### src/rtl/adc_sequencer.sv
// SAR conversion sequencer: drives the adc init/sample/compare/update strobes
// and assembles the MSB-first comparator decisions into a parallel result word.
module adc_sequencer #(
    parameter int NBITS    = 16,
    parameter int T_SAMP   = 4,
    parameter int T_COMP   = 1,
    parameter int T_UPDATE = 1
) (
    input  logic             clk,
    input  logic             rst,
    input  logic             start,
    input  logic             cont,
    input  logic             comp_out,
    output logic             seq_init,
    output logic             seq_samp,
    output logic             seq_comp,
    output logic             seq_update,
    output logic             busy,
    output logic [NBITS-1:0] result,
    output logic             result_valid,
    output logic             overrun
);

    localparam int T_MAX = (T_SAMP > T_COMP) ? ((T_SAMP > T_UPDATE) ? T_SAMP : T_UPDATE)
                                             : ((T_COMP > T_UPDATE) ? T_COMP : T_UPDATE);
    localparam int TMR_W = $clog2(T_MAX) + 1;
    localparam int IDX_W = $clog2(NBITS) + 1;

    localparam logic [2:0] ST_IDLE   = 3'd0;
    localparam logic [2:0] ST_INIT   = 3'd1;
    localparam logic [2:0] ST_SAMP   = 3'd2;
    localparam logic [2:0] ST_COMP   = 3'd3;
    localparam logic [2:0] ST_UPDATE = 3'd4;
    localparam logic [2:0] ST_DONE   = 3'd5;

    generate
        if (NBITS < 1 || NBITS > 16 || T_SAMP < 1 || T_COMP < 1 || T_UPDATE < 1) begin : g_bad_params
            $error("adc_sequencer: illegal parameter set");
        end
    endgenerate

    logic [2:0]       state, state_nxt;
    logic [TMR_W-1:0] timer, timer_nxt;
    logic [IDX_W-1:0] bit_idx, idx_nxt;
    logic [NBITS-1:0] shadow, shadow_nxt, result_nxt;

    // Each timed state loads its duration minus one on entry and leaves at zero.
    always_comb begin
        state_nxt  = state;
        timer_nxt  = timer;
        idx_nxt    = bit_idx;
        shadow_nxt = shadow;
        result_nxt = result;
        case (state)
            ST_IDLE: begin
                if (start) state_nxt = ST_INIT;
            end
            ST_INIT: begin
                state_nxt  = ST_SAMP;
                timer_nxt  = TMR_W'(T_SAMP - 1);
                idx_nxt    = '0;
                shadow_nxt = '0;
            end
            ST_SAMP: begin
                if (timer == '0) begin
                    state_nxt = ST_COMP;
                    timer_nxt = TMR_W'(T_COMP - 1);
                end else begin
                    timer_nxt = timer - TMR_W'(1);
                end
            end
            ST_COMP: begin
                if (timer == '0) begin
                    state_nxt = ST_UPDATE;
                    timer_nxt = TMR_W'(T_UPDATE - 1);
                    for (int i = 0; i < NBITS; i++) begin
                        if (bit_idx == IDX_W'(NBITS - 1 - i)) shadow_nxt[i] = comp_out;
                    end
                end else begin
                    timer_nxt = timer - TMR_W'(1);
                end
            end
            ST_UPDATE: begin
                if (timer == '0) begin
                    if (bit_idx < IDX_W'(NBITS - 1)) begin
                        state_nxt = ST_COMP;
                        timer_nxt = TMR_W'(T_COMP - 1);
                        idx_nxt   = bit_idx + IDX_W'(1);
                    end else begin
                        state_nxt  = ST_DONE;
                        result_nxt = shadow;
                    end
                end else begin
                    timer_nxt = timer - TMR_W'(1);
                end
            end
            ST_DONE: begin
                state_nxt = cont ? ST_INIT : ST_IDLE;
            end
            default: state_nxt = ST_IDLE;
        endcase
    end

    // Strobes are registered from the next-state decode so they line up with the state they mark.
    always_ff @(posedge clk or negedge rst) begin
        if (!rst) begin
            state        <= ST_IDLE;
            timer        <= '0;
            bit_idx      <= '0;
            result       <= '0;
            seq_init     <= 1'b0;
            seq_samp     <= 1'b0;
            seq_comp     <= 1'b0;
            seq_update   <= 1'b0;
            busy         <= 1'b0;
            result_valid <= 1'b0;
        end else begin
            state        <= state_nxt;
            timer        <= timer_nxt;
            bit_idx      <= idx_nxt;
            result       <= result_nxt;
            seq_init     <= (state_nxt == ST_INIT);
            seq_samp     <= (state_nxt == ST_SAMP);
            seq_comp     <= (state_nxt == ST_COMP);
            seq_update   <= (state_nxt == ST_UPDATE);
            busy         <= (state_nxt != ST_IDLE);
            result_valid <= (state_nxt == ST_DONE);
        end
    end

    // Decision scratch word; always cleared in INIT before any bit lands, so no reset needed.
    always_ff @(posedge clk) begin
        shadow <= shadow_nxt;
    end

    // Flags the very cycle a start is ignored; a start in DONE with cont set simply merges.
    assign overrun = start && busy && !(state == ST_DONE && cont);

endmodule

### config.mk
export PLATFORM = sky130hd
export DESIGN_NAME = adc_sequencer
export DESIGN_NICKNAME = d
export VERILOG_FILES = /design/src/rtl/adc_sequencer.sv
export SDC_FILE = /design/constraint.sdc
export NUM_CORES = 1
export LEC_CHECK = 0
export CAP_MARGIN = 20
export CORE_ASPECT_RATIO = 1.75
export CORE_MARGIN = 2
export CORE_UTILIZATION = 24
export CTS_CLUSTER_DIAMETER = 40
export DETAILED_ROUTE_END_ITERATION = 6
export HOLD_SLACK_MARGIN = 0.03
export PLACE_DENSITY = 0.37
export SYNTH_ARGS = -nofsm -noshare
export SYNTH_HDL_FRONTEND = slang
export SYNTH_SLANG_ARGS = --single-unit
### constraint.sdc
create_clock -name clk -period 3.5 [get_ports clk]
set_clock_uncertainty 0.1 [all_clocks]
set_input_delay 0.7 -clock clk [delete_from_list [all_inputs] [get_ports clk]]
set_output_delay 0.7 -clock clk [all_outputs]
set_load 0.05 [all_outputs]
==> results.json <==
{
  "final_nets": 229,
  "slew_violations": 0,
  "boundaryPins": 28,
  "peakVddDrop_mv": 0.4718,
  "startpoint": "cont",
  "synth_top_area_share_pct": 36.65,
  "gp_congestion": 0.7402,
  "avgRoutedWirePerCell_um": 14.36,
  "p_leak_nw": 1.202,
  "dieArea_mm2": 0.01021,
  "post-route-period-util_pct": 86.17,
  "stdcell_area_mm2": 0.002859,
  "criticalPathCategory": "in2out",
  "cts_hold_buf": 0,
  "fmax_mhz": 331.6,
  "synth.net_count": 200,
  "cts_sinks": 49,
  "end_kind": "output pin",
  "numCtsBuffers": 5,
  "synthTopCellsByArea": "dfrtp_1, edfxtp_1, mux2_4, a21oi_1, mux2_2",
  "tns_ns": 0,
  "place_inst": 332,
  "ys_warn_count": 0,
  "overflow": 0,
  "cp_cell_sequence": "clkdlybuf4s50_1 > and4b_1 > nor2_1 > clkdlybuf4s50_1",
  "max-cap-violations": 0,
  "yosys.cell_count.top_type": "dfrtp_1",
  "total_power_mw": 3.110,
  "drcViolationCount": 0,
  "worstSetupEndpoint": "overrun",
  "grt_pass1_vias": 1577,
  "hold_violations": 0,
  "pwr-share-comb_pct": 47.1,
  "grt_max_degree": 34,
  "power_density_mw_per_mm2": 1088,
  "seqPwrFrac_pct": 32.6,
  "yosysTopAreaCell": "dfrtp_1",
  "cpPeakStageDelay_ns": 0.80,
  "crit_path_frequent_cell": "clkdlybuf4s50_1",
  "cts_root_buffer": "clkbuf_16",
  "ys_ff_latch": 49,
  "clk_path_buf_depth": 2,
  "die-height_um": 132.2,
  "reg2reg_setup_slack_ns": 1.06,
  "ys.flop_type": "dfrtp_1",
  "synth_area_mm2": 0.002253,
  "die_w_um": 77.25,
  "htreeDepth": 2,
  "ys_top_cells_by_count": "dfrtp_1, nand2_1, a21oi_1",
  "critPathArrivalTime_ns": 2.22,
  "cp.required_ns": 2.70,
  "drtIter0Drc": 76,
  "netlist_instances": 190,
  "crit_fanout": 3,
  "outcome": "completed",
  "wirelength_um": 4883,
  "start_util_pct": 24.78,
  "tightest_slew_ns": 0.6240,
  "num_rows": 46,
  "clk_pin_slew_ns": 0.07,
  "antenna_cells": 0,
  "place_area_mm2": 0.002665,
  "core_mm2": 0.009094,
  "rr_endpoint": "result[7]",
  "cts_resized": 0,
  "p_sw_mw": 1.304,
  "grt_util_all_layers_pct": 10.06,
  "swShare_pct": 41.93,
  "hold_ws_ns": 0.3766,
  "timing.rr.start": "state[2]",
  "io_buffers": 27,
  "drtPass1Iterations": 4,
  "hpwl_um": 3479,
  "insertion_delay_ns": 0.29,
  "power.share.clock_pct": 20.3,
  "setup-violations-final": 0,
  "grt_antenna_before_repair": 0,
  "ys_types": 43,
  "synth-async-reset-ratio_pct": 67.35,
  "finalNonFillerCells": 340,
  "reg2reg_depth": 5,
  "p_int_mw": 1.806,
  "rsz0062_at_grt": "no",
  "synth_edf_count": 16,
  "hp-class": "reg2reg",
  "cts_setup_buffers": 0,
  "period_needed_ns": 3.016,
  "n_fill_cell": 972,
  "syn_to_final_growth_pct": 26.87,
  "drive_above_1_share_pct": 15.45,
  "start_kind": "primary input",
  "ant_nets": 0,
  "slowest_stage": "clkdlybuf4s50_1",
  "routed_via_density": 4.456,
  "cts_tree": "yes",
  "grt_pass1_wl_um": 8107,
  "vias": 1515,
  "max-slew-margin-rel_pct": 58.17,
  "syn_area_per_cell_um2": 11.86,
  "ys_seq_area_share_pct": 57.97
}
==> cell type report <==
type	count	area [um2]	share of cell area [%]
sequential	49	1306	45.69
inverter	8	30.03	1.050
multi-input combinational	123	870.8	30.46
tap	120	150.1	5.252
timing repair buffer	32	307.8	10.77
clock buffer	5	125.1	4.376
clock inverter	3	68.82	2.407
==> cells in the final DEF (no fill, tap or decap), types with 2 or more instances in the layout <==
master,synthesis,routed
a21o_1,2,2
a21oi_1,18,18
a31oi_1,2,2
a32oi_1,2,2
and2_1,2,2
and3_1,2,2
buf_4,0,5
bufinv_16,0,2
clkbuf_16,0,5
clkdlybuf4s50_1,0,27
dfrtp_1,33,33
edfxtp_1,16,16
ha_1,5,5
inv_1,8,8
mux2_2,7,7
mux2_4,9,9
nand2_1,20,20
nand2b_1,2,2
nor2_1,16,16
nor3_1,2,2
nor3b_1,4,4
o21ai_0,4,4
o22ai_1,3,3
o31ai_1,3,3
==> cell families (layout without fill, tap and decap cells) <==
family                     after synthesis  in the layout  synth area share, %
AOI/OAI and AO/OA                       42             42                12.60
xor gates and xnor gates                 1              1               0.3887
adders and majority gates                5              5                2.776
buffers and inverters                   18             48                3.387
DFF                                     49             49                57.97
muxes                                   16             16                9.495
and+or+nand+nor                         59             59                13.38
==> worst min-delay path by stage <==
stage	end	cells after the start	slack [ns]	start
finish	result[12]	1	0.38	shadow[12]
global placement	result[3]	1	0.36	shadow[3]
global route	result[10]	1	0.40	shadow[10]
detailed placement	result[12]	1	0.36	shadow[12]
floorplan	bit_idx[0]	0	0.30	rst
CTS	result[12]	1	0.38	shadow[12]
==> through the flow <==
| stage | util (%) | setup slack [ns] |
|---|---|---|
| 4_1_cts | 31.44 | 0.4687 |
| 2_1_floorplan | - | 1.155 |
| 6_report | 31.44 | 0.4839 |
| 5_1_grt | 31.44 | 0.4281 |
| 3_5_place_dp | 29.31 | 0.4706 |
| 3_3_place_gp | 29.31 | 0.4771 |
==> worst max-delay path, delay by kind of cell <==
kind | cells | cell delay (ns)
AND/OR/NAND/NOR | 2 | 0.31
buffers and inverters | 2 | 1.20
==> power groups by stage <==
| stage | sequential [mW] | combinational [mW] | clock, mW |
|---|---|---|---|
| global route | 1.05 | 1.58 | 0.672 |
| floorplan | 1.35 | 0.705 | 0 |
| detailed placement | 1.03 | 1.48 | 0 |
| finish | 1.01 | 1.47 | 0.631 |
| global placement | 1.02 | 1.47 | 0 |
| CTS | 1.02 | 1.49 | 0.651 |
==> metal layers <==
| layer | track usage, % | share of wire [%] |
|---|---|---|
| met5 | 0 | 0 |
| met4 | 4.861 | 1.9 |
| met3 | 2.192 | 2.4 |
| met2 | 18.79 | 56 |
| met1 | 10.34 | 39 |
==> registers in the layout, summed over array words and instances, names as in the netlist <==
signal and count:
result_valid 1, seq_init 1, state 3, seq_comp 1
busy 1, result 16, timer 3, seq_update 1
bit_idx 5, shadow 16, seq_samp 1
Power figures use the tool's default switching activity.
